===== src/rtl/pwm_tone_generator.sv =====
// Note player: accepts (half-period, duration, volume) commands and drives a PWM-chopped square wave, then a silent gap.
// Build option TONE_ABORT_EN adds an abort input that cancels the current note (no done pulse).
module pwm_tone_generator #(
  parameter int PERIOD_W  = 20,
  parameter int DUR_W     = 16,
  parameter int VOL_W     = 4,
  parameter int TICK_DIV  = 100000,
  parameter int GAP_TICKS = 10
) (
  input  logic                clk,
  input  logic                reset,
  input  logic                note_valid,
  output logic                note_ready,
  input  logic [PERIOD_W-1:0] note_period,
  input  logic [DUR_W-1:0]    note_duration,
  input  logic [VOL_W-1:0]    note_volume,
`ifdef TONE_ABORT_EN
  input  logic                abort,
`endif
  output logic                audio_signal,
  output logic                busy,
  output logic                done
);

  localparam int TICK_W = (TICK_DIV > 1) ? $clog2(TICK_DIV) : 1;
  localparam int GAP_W  = $clog2(GAP_TICKS + 1);
  localparam int REM_W  = (DUR_W > GAP_W) ? DUR_W : GAP_W;

  localparam logic [TICK_W-1:0] TICK_LAST = TICK_W'(TICK_DIV - 1);
  localparam logic [REM_W-1:0]  GAP_LOAD  = REM_W'(GAP_TICKS);
  localparam logic [REM_W-1:0]  REM_ONE   = REM_W'(1);
  localparam bit                HAS_GAP   = (GAP_TICKS > 0);

  typedef enum logic [1:0] {
    IDLE = 2'd0,
    PLAY = 2'd1,
    GAP  = 2'd2
  } state_t;

  state_t state;
  state_t state_next;

  logic [PERIOD_W-1:0] period_q;
  logic [VOL_W-1:0]    volume_q;
  logic [PERIOD_W-1:0] half_cnt;
  logic [VOL_W-1:0]    pwm_cnt;
  logic [TICK_W-1:0]   tick_cnt;
  // Remaining ticks: note duration while playing, reloaded with the gap length on exit.
  logic [REM_W-1:0]    dur_rem;
  logic                phase;

  logic                accept;
  logic                abort_req;
  logic                tick;
  logic                last_tick;
  logic                half_last;
  logic                finish;
  logic [PERIOD_W-1:0] period_m1;

  assign accept    = note_valid && note_ready;
  assign tick      = (tick_cnt == TICK_LAST);
  assign last_tick = tick && (dur_rem == REM_ONE);
  assign period_m1 = period_q - PERIOD_W'(1);
  assign half_last = (half_cnt == period_m1);

`ifdef TONE_ABORT_EN
  assign abort_req = abort && (state != IDLE);
`else
  assign abort_req = 1'b0;
`endif

  // A natural end of note: last gap tick, or last play tick when there is no gap.
  assign finish = !abort_req && last_tick &&
                  ((state == GAP) || ((state == PLAY) && !HAS_GAP));

  always_ff @(posedge clk or posedge reset) begin
    if (reset) begin
      state <= IDLE;
    end else begin
      state <= state_next;
    end
  end

  always_comb begin
    state_next = state;
    case (state)
      IDLE: begin
        if (accept && (note_duration != '0)) begin
          state_next = PLAY;
        end
      end
      PLAY: begin
        if (abort_req) begin
          state_next = IDLE;
        end else if (last_tick) begin
          state_next = HAS_GAP ? GAP : IDLE;
        end
      end
      GAP: begin
        if (abort_req || last_tick) begin
          state_next = IDLE;
        end
      end
      default: state_next = IDLE;
    endcase
  end

  always_comb begin
    note_ready = (state == IDLE);
    busy       = (state != IDLE);
  end

  always_ff @(posedge clk or posedge reset) begin
    if (reset) begin
      period_q <= '0;
      volume_q <= '0;
    end else if (accept) begin
      period_q <= note_period;
      volume_q <= note_volume;
    end
  end

  always_ff @(posedge clk or posedge reset) begin
    if (reset) begin
      half_cnt <= '0;
      pwm_cnt  <= '0;
      tick_cnt <= '0;
      dur_rem  <= '0;
      phase    <= 1'b0;
    end else if (accept) begin
      half_cnt <= '0;
      pwm_cnt  <= '0;
      tick_cnt <= '0;
      dur_rem  <= REM_W'(note_duration);
      phase    <= 1'b1;
    end else if (abort_req) begin
      half_cnt <= '0;
      pwm_cnt  <= '0;
      tick_cnt <= '0;
      dur_rem  <= '0;
      phase    <= 1'b0;
    end else begin
      case (state)
        PLAY: begin
          tick_cnt <= tick ? '0 : tick_cnt + TICK_W'(1);
          if (last_tick) begin
            half_cnt <= '0;
            pwm_cnt  <= '0;
            phase    <= 1'b0;
            dur_rem  <= HAS_GAP ? GAP_LOAD : '0;
          end else begin
            pwm_cnt <= pwm_cnt + VOL_W'(1);
            if (half_last) begin
              half_cnt <= '0;
              phase    <= ~phase;
            end else begin
              half_cnt <= half_cnt + PERIOD_W'(1);
            end
            if (tick) begin
              dur_rem <= dur_rem - REM_ONE;
            end
          end
        end
        GAP: begin
          tick_cnt <= tick ? '0 : tick_cnt + TICK_W'(1);
          if (tick) begin
            dur_rem <= dur_rem - REM_ONE;
          end
        end
        default: begin
          half_cnt <= half_cnt;
          pwm_cnt  <= pwm_cnt;
          tick_cnt <= tick_cnt;
          dur_rem  <= dur_rem;
          phase    <= phase;
        end
      endcase
    end
  end

  // Audio is low everywhere except PLAY cycles that are not the exit or abort edge.
  always_ff @(posedge clk or posedge reset) begin
    if (reset) begin
      audio_signal <= 1'b0;
    end else if ((state == PLAY) && !abort_req && !last_tick) begin
      audio_signal <= phase && (period_q != '0) && (pwm_cnt < volume_q);
    end else begin
      audio_signal <= 1'b0;
    end
  end

  always_ff @(posedge clk or posedge reset) begin
    if (reset) begin
      done <= 1'b0;
    end else begin
      done <= finish || (accept && (note_duration == '0));
    end
  end

endmodule

===== config.mk =====
export PLATFORM = sky130hd
export DESIGN_NAME = pwm_tone_generator
export DESIGN_NICKNAME = d
export VERILOG_FILES = /design/src/rtl/pwm_tone_generator.sv
export SDC_FILE = /design/constraint.sdc
export NUM_CORES = 1
export LEC_CHECK = 0
export CORE_MARGIN = 2
export CORE_UTILIZATION = 45
export DETAILED_ROUTE_END_ITERATION = 10
export HOLD_SLACK_MARGIN = 0.15
export PLACE_DENSITY = 0.72
export SYNTH_ARGS = -nofsm -noshare
export SYNTH_HDL_FRONTEND = slang
export SYNTH_SLANG_ARGS = --single-unit

===== constraint.sdc =====
create_clock -name clk -period 6.1 [get_ports clk]
set_clock_uncertainty 0.2 [all_clocks]
set_input_delay 0.61 -clock clk [delete_from_list [all_inputs] [get_ports clk]]
set_output_delay 0.61 -clock clk [all_outputs]
set_load 0.05 [all_outputs]

==> flow_summary.ini <==
[synth]
synth_top_area_share = 0.4145
async_flop_share = 1.000
synthesis.nets = 667
synthCells = 612
syn-cell-area_um2 = 5192
syn_area_per_cell_um2 = 8.484
synth-main-ff-cell = dfrtp_1
ys_seq_area_frac = 0.4145
ys_ff_latch = 86
synth_top_area_cell = dfrtp_1
yosysWarnings = 0
synth_cell_types = 63
synth_edf_count = 0
yosys-top-cells-area = dfrtp_1 41%, nand2_1 7.7%, nor2_1 5.1%, xnor2_1 4.4%, o21ai_0 3.9%

[layout]
diodes = 0
layout.nets = 699
area.growth.synth_to_final_pct = 17.11
layout_common_cells = 107 x nand2_1, 86 x dfrtp_1, 70 x nor2_1, 46 x clkdlybuf4s50_1, 40 x o21ai_0
final-seq-area_um2 = 2152
final_layout_size_suffix_gt1_frac = 0.05085
multi_input_comb_area_um2 = 2845
fin_cells = 792
final_common_cell = nand2_1
fill_cells = 1044

[sta]
tightest_slew_ns = 1.221
slew_viol_final = 0
setup_tns_ns = 0
slew_headroom = 0.1809
final.min_clock_period_ns = 4.011
setup_viol = 0
rsz0062_at_grt = no
finalHoldViolations = 0
fin_crit_sh = 0.6576
finalWorstSetupSlack_ns = 2.089
fmax_mhz = 249.3

[power_and_ir_drop]
p_leak_nw = 2.545
cellPowerDensity_nw_per_um2 = 420.2
ir_drop_uv = 381.9

[critical_path]
path_max_fanout = 18
worst_ep_arrival_time_ns = 4.02
worst_ep_required_time_ns = 6.11
cp-start-kind = register
crit_type = register to register
endpoint_kind = register

[cts]
path_clk_slew_ns = 0.06
cts_resized = 0
post-cts-setup-buffer-count = 0
cts-root-buf = clkbuf_16
cts_tree = built
insertion_delay_ns = 0.35
cts_hold_buf = 0
cts_max_path_buffers = 2
clock-sinks = 86
htreeDepth = 3
cts_inserted_buffers = 9

[placement]
dp_hpwl_um = 8722
place_inst = 776
io_buffers = 46
pre_cts_ws_ns = 2.119
place_congestion = 0.8608

[route]
vias_per_cell = 5.662
first_pass_iters = 5
avgRoutedWirePerCell_um = 15.76
drt_iter0_drc = 237
wl_um = 12480
drc = 0
postRouteAntennaNets = 0
vias = 4484

[die]
die_height_um = 111.4
fp.coreArea_um2 = 11320
dieArea_um2 = 12410
dieWidth_um = 111.4
initial_utilization = 0.4587
num_rows = 39
ios = 47

[job]
cap_viol_max_count = 0

[grt]
grt_pass1_vias = 4583
grt_max_degree = 87
grt.overflow.total = 0
grt_pass1_wl_um = 21220
antenna_found_initial = 0
grt_use_total = 0.2067

[run_status]
status = finished, final reports clean

[worst_hold_path]
hold_path.class = register to register
-- state kept, by name, summed over array words and instances (netlist names) --
register / cells
dur_rem: 16
done: 1
tick_cnt: 17
period_q: 20
half_cnt: 20
volume_q: 4
audio_signal: 1
phase: 1
pwm_cnt: 4
state: 2
-- cell usage after synthesis, types with 3 or more instances --
cell       count
nand2_1      107
dfrtp_1       86
nor2_1        70
o21ai_0       40
a21oi_1       27
xnor2_1       26
nand3_1       24
xor2_1        22
clkbuf_1      19
inv_1         19
nor3_1        16
ha_1          12
nand4_1       11
nor2b_1       11
nor4_1        10
or4_1          9
or3_1          8
a32oi_1        6
nand2b_1       5
and4_1         4
buf_1          4
nand3b_1       4
nor3b_1        4
a22oi_1        3
a41oi_1        3
and3_1         3
buf_6          3
mux2i_1        3
nor4bb_1       3
o2111ai_1      3
o211ai_1       3
or4_4          3
-- stage by stage --
stage / utilization / total power [W] / hold WS (ns) / cell area (um^2)
CTS: 0.5371 / 0.002562 / 0.2866 / 6081
floorplan: - / 0.001656 / 0.2467 / 5192
global route: 0.5371 / 0.002736 / 0.3202 / 6081
global placement: 0.5056 / 0.001863 / 0.2680 / 5724
detailed placement: 0.5056 / 0.001905 / 0.2727 / 5724
finish: 0.5371 / 0.002555 / 0.2848 / 6081
-- metal layers --
metal,part of all wire,track usage
met1,0.44,0.2600
met2,0.51,0.3581
met3,0.034,0.02722
met4,0.016,0.09053
met5,0,0
-- cell families after synthesis --
family                     Yosys count  synth area share
and+or+nand+nor                    302            0.2819
xor gates and xnor gates            48           0.08096
adders and majority gates           12           0.02891
AOI/OAI and AO/OA                  113            0.1458
DFF                                 86            0.4145
muxes                                5           0.01012
buffers and inverters               46           0.03783
-- where the power goes --
part	switching [W]	total (W)	internal, W
Combinational	0.000558	0.000949	0.000391
Clock	0.000231	0.000654	0.000423
Sequential	0.000217	0.000952	0.000735
Total	0.00101	0.00256	0.00155
-- path summary, 6_finish.rpt --
path,startpoint,endpoint,cells after the start,slack (ns)
worst max-delay path,period_q[2],half_cnt[6],8,2.09
worst min-delay path,volume_q[0],volume_q[0],2,0.28
worst min register to register,volume_q[0],volume_q[0],2,0.28
max in group asynchronous,reset,period_q[6],3,4.25
min in group asynchronous,reset,volume_q[1],3,0.71
worst max register to register,period_q[2],half_cnt[6],8,2.09
-- critical path, stage by stage (launching register included) --
cell	delay, ns
dfrtp_1	0.48
nor4_1	1.00
a21boi_0	0.38
a2111oi_4	0.39
a22oi_1	0.14
or4_4	0.55
o21a_4	0.23
o21ai_4	0.40
nor2_1	0.11
-- layout make-up --
type | instances | share of cell area
inverters | 19 | 0.01193
well taps | 143 | 0.02942
flip-flops and latches | 86 | 0.3539
multi-input cells | 480 | 0.4679
clock buffers | 11 | 0.04156
repair buffers | 48 | 0.07819
clock inverters | 5 | 0.01708
Power figures use the tool's default switching activity.
